===== src/rtl/packet_ctrl_if.sv =====
// Byte-in / FIFO-out bundle for packet_ctrl: assembled-byte strobe, FIFO write port, status.
// master = packet_ctrl side, slave = byte source / FIFO / monitor side.
interface packet_ctrl_if;
  logic       byte_assembled;
  logic [7:0] data_byte;
  logic       fifo_full;
  logic       fifo_wr;
  logic [7:0] fifo_data;
  logic       pkt_done;
  logic       busy;
  logic [7:0] drop_cnt;

  modport master (
    input  byte_assembled, data_byte, fifo_full,
    output fifo_wr, fifo_data, pkt_done, busy, drop_cnt
  );

  modport slave (
    output byte_assembled, data_byte, fifo_full,
    input  fifo_wr, fifo_data, pkt_done, busy, drop_cnt
  );
endinterface


===== src/rtl/packet_ctrl.sv =====
// Header hunt, PKT_LEN-byte capture with inter-byte timeout, then drain to FIFO; first write 1 cycle
// after the last byte strobe. fifo_full stalls the drain indefinitely; bytes arriving while draining are dropped.
module packet_ctrl #(
  parameter int PKT_LEN     = 4,
  parameter int TIMEOUT_CYC = 1023
) (
  input logic           clk,
  input logic           reset_n,
  packet_ctrl_if.master bus
);
  localparam int IW = (PKT_LEN > 1) ? $clog2(PKT_LEN) : 1;
  localparam int TW = (TIMEOUT_CYC > 1) ? $clog2(TIMEOUT_CYC + 1) : 1;
  localparam logic [IW-1:0] LAST = IW'(PKT_LEN - 1);
  localparam logic [TW-1:0] TMO  = TW'(TIMEOUT_CYC);

  typedef enum logic [1:0] {IDLE, COLLECT, FLUSH} state_t;

  state_t        state;
  logic [IW-1:0] idx;
  logic [IW-1:0] wr_ptr;
  logic [TW-1:0] timer;
  logic [7:0]    drop_cnt;
  logic [7:0]    pkt_buf [PKT_LEN];
  logic          wr;
  logic          is_hdr;

  assign is_hdr        = (bus.data_byte == 8'hA5) || (bus.data_byte == 8'hC3);
  assign wr            = (state == FLUSH) && !bus.fifo_full;
  assign bus.fifo_wr   = wr;
  assign bus.fifo_data = (state == FLUSH) ? pkt_buf[wr_ptr] : pkt_buf[0];
  assign bus.pkt_done  = wr && (wr_ptr == LAST);
  assign bus.busy      = (state != IDLE);
  assign bus.drop_cnt  = drop_cnt;

  always_ff @(posedge clk) begin
    if (!reset_n) begin
      state    <= IDLE;
      idx      <= '0;
      wr_ptr   <= '0;
      timer    <= '0;
      drop_cnt <= '0;
      for (int i = 0; i < PKT_LEN; i++) pkt_buf[i] <= '0;
    end else begin
      case (state)
        IDLE: begin
          if (bus.byte_assembled && is_hdr) begin
            state <= COLLECT;
            idx   <= '0;
            timer <= '0;
          end
        end
        COLLECT: begin
          // A byte landing on the timeout cycle wins over the timeout.
          if (bus.byte_assembled) begin
            pkt_buf[idx] <= bus.data_byte;
            timer        <= '0;
            if (idx == LAST) begin
              state  <= FLUSH;
              wr_ptr <= '0;
              idx    <= '0;
            end else begin
              idx <= idx + 1'b1;
            end
          end else if (timer == TMO) begin
            state <= IDLE;
            if (drop_cnt != 8'hFF) drop_cnt <= drop_cnt + 8'd1;
          end else begin
            timer <= timer + 1'b1;
          end
        end
        FLUSH: begin
          if (bus.byte_assembled && drop_cnt != 8'hFF) drop_cnt <= drop_cnt + 8'd1;
          if (wr) begin
            if (wr_ptr == LAST) state <= IDLE;
            else                wr_ptr <= wr_ptr + 1'b1;
          end
        end
        default: state <= IDLE;
      endcase
    end
  end
endmodule

===== src/flat_wrapper.sv =====
// flat-port wrapper written by rule: the top's interface ports become plain ports
module packet_ctrl_flat 
#(
  parameter int PKT_LEN     = 4,
  parameter int TIMEOUT_CYC = 1023
)
  (clk, reset_n, bus_byte_assembled, bus_data_byte, bus_fifo_full, bus_fifo_wr, bus_fifo_data, bus_pkt_done, bus_busy, bus_drop_cnt);
  packet_ctrl_if bus_i ();
  input logic clk;
  input logic reset_n;
  input wire logic [$bits(bus_i.byte_assembled)-1:0] bus_byte_assembled;
  input wire logic [$bits(bus_i.data_byte)-1:0] bus_data_byte;
  input wire logic [$bits(bus_i.fifo_full)-1:0] bus_fifo_full;
  output wire logic [$bits(bus_i.fifo_wr)-1:0] bus_fifo_wr;
  output wire logic [$bits(bus_i.fifo_data)-1:0] bus_fifo_data;
  output wire logic [$bits(bus_i.pkt_done)-1:0] bus_pkt_done;
  output wire logic [$bits(bus_i.busy)-1:0] bus_busy;
  output wire logic [$bits(bus_i.drop_cnt)-1:0] bus_drop_cnt;
  assign bus_i.byte_assembled = bus_byte_assembled;
  assign bus_i.data_byte = bus_data_byte;
  assign bus_i.fifo_full = bus_fifo_full;
  assign bus_fifo_wr = bus_i.fifo_wr;
  assign bus_fifo_data = bus_i.fifo_data;
  assign bus_pkt_done = bus_i.pkt_done;
  assign bus_busy = bus_i.busy;
  assign bus_drop_cnt = bus_i.drop_cnt;
  packet_ctrl #(.PKT_LEN(PKT_LEN), .TIMEOUT_CYC(TIMEOUT_CYC)) u_core (.clk(clk), .reset_n(reset_n), .bus(bus_i));
endmodule

===== config.mk =====
export PLATFORM = sky130hd
export DESIGN_NAME = packet_ctrl_flat
export DESIGN_NICKNAME = d
export VERILOG_FILES = /design/src/rtl/packet_ctrl_if.sv /design/src/rtl/packet_ctrl.sv /design/src/flat_wrapper.sv
export SDC_FILE = /design/constraint.sdc
export NUM_CORES = 1
export LEC_CHECK = 0
export CORE_ASPECT_RATIO = 1.4
export CORE_MARGIN = 2
export CORE_UTILIZATION = 45
export DETAILED_ROUTE_END_ITERATION = 7
export PLACE_DENSITY = 0.66
export SLEW_MARGIN = 20
export SYNTH_ARGS = -nofsm -noshare
export SYNTH_HDL_FRONTEND = slang
export SYNTH_SLANG_ARGS = --single-unit

===== constraint.sdc =====
create_clock -name clk -period 2.45 [get_ports clk]
set_input_delay 0.245 -clock clk [delete_from_list [all_inputs] [get_ports clk]]
set_output_delay 0.245 -clock clk [all_outputs]
set_load 0.01 [all_outputs]

Word-level counts from Yosys, hierarchy flattened. Memory sizes are Yosys's and may differ from the RTL's. A register that Yosys moved wholly into a read port is not among the register bits. Index checks and enable logic that the tools add are counted. Widths: inputs -> output; s select.

Add/subtract/negate cells: 4. Equal/unequal tests: 21. Muxes and demuxes: 36. Reduce and logical (&&, ||, !) cells: 16.

Operator list (number): $mux 8 (6); $mux 2 (16); $mux 10 (3); $pmux 10 s2 (1); $eq 8x8->1 const B (2); $pmux 8 s2 (1); $reduce_and 5->1 (3); $add 10x1->10 const B (1); $eq 10x10->1 const B (1); $ne 2x1->1 const B (5); $ne 2x2->1 const B (5); $add 8x1->8 const B (1); $ne 8x8->1 const B (1); $pmux 2 s2 (2); $reduce_or 8->1 (1); $eq 2x2->1 const B (3); $mux 1 (6); $ne 3x2->1 const B (2); $pmux 2 s3 (1); $reduce_and 3->1 (2); $reduce_bool 2->1 (3); $add 2x1->2 const B (2); $logic_and 1x1->1 (4); $ne 3x3->1 const B (1); 4 further kinds (4).

Flip-flop bits (word level): 24. RAM bits: 32. Bits of input ports: 12. Output and inout port bits: 19. Word-level logic and storage cells: 83. Memories: 1.

Memories: u_core.pkt_buf (depth 4, bits a word 8, rd ports 2, clocked after memory_dff 1, write ports 4, RTL line packet_ctrl.sv:23) `logic [7:0] pkt_buf [PKT_LEN];`.

Depth between registers and ports, before layout.
Depth in word-level cells: 6. Depth in mapped cells: 6. Mapped depth without buffers: 5.

Worst setup path before layout. Ideal clock, no wire load.

Path type: flip-flop to flip-flop. From: register u_core.state[0]. To: register u_core.drop_cnt[7], in the netlist u_core.bus.drop_cnt[7]. Arrival time: 1.980 ns. Data required time: 2.378 ns. Path slack: 0.399 ns. Cell stages (with the launch flop): 6. Clock period less this slack: 2.051 ns. Path through: dfxtp_1 or3b_4 or4_4 buf_6 a2111oi_2 mux2i_1.

Longest elaborated chain between the ends: 3. Elaborated cells between the ends (all ways): 9. Classes of those cells: 6 x eq/ne; 1 x mux; 2 x reduce/logical.

Ends and longest elaborated chain: from (decl) (RTL line packet_ctrl.sv:18) `state_t state;`; from (signal assigned) (RTL line packet_ctrl.sv:37) `state <= IDLE;`; from (signal assigned) (RTL line packet_ctrl.sv:47) `state <= COLLECT;`; from (signal assigned) (RTL line packet_ctrl.sv:58) `state <= FLUSH;`; $eq 2x2->1 or $eq 2x1->1 (tied branches) (RTL line packet_ctrl.sv:44) `case (state)`; $ne 2x2->1 (no line), or another cell as far along; $reduce_and 5->1 (no line); to (signal assigned) (RTL line packet_ctrl.sv:66) `if (drop_cnt != 8'hFF) drop_cnt <= drop_cnt + 8'd1;`; to (signal assigned) (RTL line packet_ctrl.sv:72) `if (bus.byte_assembled && drop_cnt != 8'hFF) drop_cnt <= drop_cnt + 8'd1;`; to (decl) (RTL line packet_ctrl.sv:22) `logic [7:0] drop_cnt;`.

Parallel ways exist; a longest one is shown, timed or not. A chain may end at the register's enable or synchronous reset.

==> results.sh <==
export IMPL_grt_start_max_net_pins=35
export IMPL_outcome="complete, no violations"
export IMPL_fmax_mhz=429.8
export IMPL_path_clk_slew_ns=0.06
export IMPL_cts_hold_buffers=0
export IMPL_row_count=35
export IMPL_hold_worst_slack_ns=0.4830
export IMPL_io_buffers=30
export IMPL_synth_edf_count=32
export IMPL_vdd_drop_max_uv=550.4
export IMPL_drc=0
export IMPL_worstPathCellList="buf_4 > mux2_2 > a22oi_1 > o21ai_0 > clkdlybuf4s50_1"
export IMPL_ff2ff_path_depth=5
export IMPL_cts_tree="built"
export IMPL_power_switching_mw=0.4452
export IMPL_critPathMaxStageDelay_ns=0.50
export IMPL_hp_class="reg -> reg"
export IMPL_power_density_nw_per_um2=586.5
export IMPL_fin_nets=342
export IMPL_die_w_um=72.78
export IMPL_area_delta_synth_final_pct=21.75
export IMPL_ys_warn_count=0
export IMPL_finClkSkew_ns=0.01002
export IMPL_worstHoldStart="u_core.wr_ptr[1]$_SDFFE_PN0P_"
export IMPL_yosysUniqueCellTypes=50
export IMPL_required_ns=2.20
export IMPL_synth_nets=304
export IMPL_min_period_ns=2.327
export IMPL_holdPathStages=2
export IMPL_wire_per_inst_um=16.84
export IMPL_avgSynthCellArea_um2=10.35
export IMPL_first_pass_iters=4
export IMPL_final_period_utilization_pct=94.97
export IMPL_wirelength_um=6820
export IMPL_cp_arrival_ns=2.08
export IMPL_htree_levels=3
export IMPL_worstReg2RegEnd="u_core.bus.drop_cnt[7]$_SDFFE_PN0P_"
export IMPL_clockBufferDepth=2
export IMPL_final_common_cell="edfxtp_1"
export IMPL_num_vias=2351
export IMPL_syn_cell_area_um2=2980
export IMPL_p_comb_share_pct=4.7
export IMPL_core_um2=6481
export IMPL_cap_violations=0
export IMPL_grt_pass1_wl_um=10890
export IMPL_power_frac_seq_pct=49.2
export IMPL_overflow=0
export IMPL_critPathLaunchType="flip-flop"
export IMPL_cts_root_buf="clkbuf_8"
export IMPL_die_area_um2=7299
export IMPL_post_cts_buffers=0
export IMPL_preCtsSetupSlack_ns=0.07267
export IMPL_worst_pin_slew_ns=0.6550
export IMPL_synth_yosys_seq_area_share_pct=49.71
export IMPL_reg2reg_from="u_core.timer[0]$_SDFFE_PN0P_"
export IMPL_place_gp_congestion=0.7967
export IMPL_finalWorstSetupSlack_ns=0.1232
export IMPL_hold_violations=0
export IMPL_final_setup_viol_count=0
export IMPL_yosys_register_bits=58
export IMPL_first_iter_violations=113
export IMPL_p_int_mw=1.683
export IMPL_hpwl_um=4800
export IMPL_ant_nets=0
export IMPL_setup_tns_ns=0
export IMPL_r2r_slack_ns=0.38
export IMPL_clk_latency_ns=0.34
export IMPL_synth_ff_type="edfxtp_1"
export IMPL_async_reset_ff_share_pct=0
export IMPL_ios=31
export IMPL_avgViaCountPerCell=5.805
export IMPL_path_class="reg -> out"
export IMPL_pwr_share_clk_pct=46.1
export IMPL_slew_headroom_pct=56.24
export IMPL_swShare_pct=20.92
export IMPL_leakage_nw=1.307
export IMPL_nFillCells=589
export IMPL_antenna_found_initial=0
export IMPL_grt_pass1_vias=2292
export IMPL_crit_buf_inv=2
export IMPL_die_y_um=100.3
export IMPL_gr_usage_all_layers_pct=19.93
export IMPL_layout_drive_gt1_share_pct=14.20
export IMPL_netlist_instances=288
export IMPL_clkSinkCount=58
export IMPL_crit_fanout=19
export IMPL_cts_resized_gates=1
export IMPL_crit_path_end_kind="output pin"
export IMPL_diodes=0
export IMPL_slew_viol_final=0
export IMPL_cp_top_family="buffers and inverters"
export IMPL_holdPathEnd="u_core.wr_ptr[1]$_SDFFE_PN0P_"
export IMPL_cts_buffers_inserted=9
export IMPL_initial_utilization_pct=45.98
export IMPL_power_mw=2.128
export IMPL_mostFrequentLayoutCells="edfxtp_1, clkdlybuf4s50_1, nand2_1"
export IMPL_crit_slowest_cell="clkdlybuf4s50_1"
export IMPL_rsz0062_at_grt="no"
sequential cells by signal (all words and copies together), names as in the netlist, named ones only:
register	flops
u_core.pkt_buf	32
u_core.timer	10
u_core.bus.drop_cnt	8
u_core.idx	2
u_core.state	2
u_core.wr_ptr	2
stage by stage:
step,std cells,area (um^2),utilization (%)
finish,405,3628,55.98
global route,405,3628,55.98
CTS,405,3623,55.91
detailed placement,389,3403,52.51
global placement,389,3403,52.51
floorplan,288,2980,-
power by group through the flow:
| stage | registers [mW] | clock network, mW | logic, mW |
|---|---|---|---|
| 3_3_place_gp | 1.07 | 0 | 0.0976 |
| 4_1_cts | 1.05 | 0.994 | 0.0999 |
| 6_report | 1.05 | 0.982 | 0.0990 |
| 5_1_grt | 1.05 | 1.04 | 0.107 |
| 3_5_place_dp | 1.07 | 0 | 0.0994 |
| 2_1_floorplan | 1.07 | 0 | 0.0428 |
cell usage after synthesis (8+ instances only):
cell / number / area, um^2
mux2_2: 8 / 90.09
dfxtp_1: 26 / 520.5
mux2i_1: 9 / 90.09
a21oi_1: 9 / 45.04
o21ai_0: 12 / 60.06
and3_1: 10 / 62.56
nand2_1: 27 / 101.4
clkbuf_1: 15 / 56.30
nor2b_1: 9 / 56.30
nand3_1: 11 / 55.05
and2_1: 25 / 156.4
a31oi_1: 10 / 62.56
a22oi_1: 8 / 60.06
nand2b_1: 10 / 62.56
edfxtp_1: 32 / 960.9
cell families (layout without fill, tap and decap cells):
family                     after synthesis  after routing  share of synthesized area (%)
AOI/OAI and AO/OA                       65             65                          15.91
adders and majority gates                4              4                          1.679
buffers and inverters                   21             64                          2.897
DFF                                     58             58                          49.71
muxes                                   17             17                          6.046
and+or+nand+nor                        123            123                          23.76
metal layers:
metal / wire, um / up-vias / global-route usage (%) / share of wire, %
met4: 134 / 0 / 9.117 / 2.0
met5: 0 / - / 0 / 0
met2: 3733 / 28 / 36.08 / 55
met1: 2788 / 1154 / 21.86 / 41
met3: 163 / 10 / 4.016 / 2.4
li1: - / 1159 / - / -
worst min-delay path, stage by stage (launching register included):
cell and delay, ns:
dfxtp_1 0.31, nand2_1 0.05, a21oi_1 0.06
worst max-delay path by stage:
stage	endpoint	start	cells after the start
CTS	bus_fifo_data[6]	u_core.state[0]$_SDFFE_PN0P_	4
finish	bus_fifo_data[3]	flip-flop	5
floorplan	u_core.bus.drop_cnt[7]$_SDFFE_PN0P_	u_core.state[0]$_SDFFE_PN0P_	5
detailed placement	u_core.bus.drop_cnt[7]$_SDFFE_PN0P_	bus_byte_assembled	5
global route	bus_fifo_data[6]	flip-flop	5
global placement	u_core.bus.drop_cnt[7]$_SDFFE_PN0P_	bus_byte_assembled	5
layout make-up:
class                   instances  area, um^2  area share (%)
flip-flops and latches         58        1484           40.90
multi-input cells             209        1416           39.03
repair buffers                 43       397.9           10.97
well taps                      74       92.59           2.552
clock inverters                 5       77.57           2.138
inverters                       5       18.77          0.5172
clock buffers                  11       141.4           3.897
(Power assumes the default switching activity.)
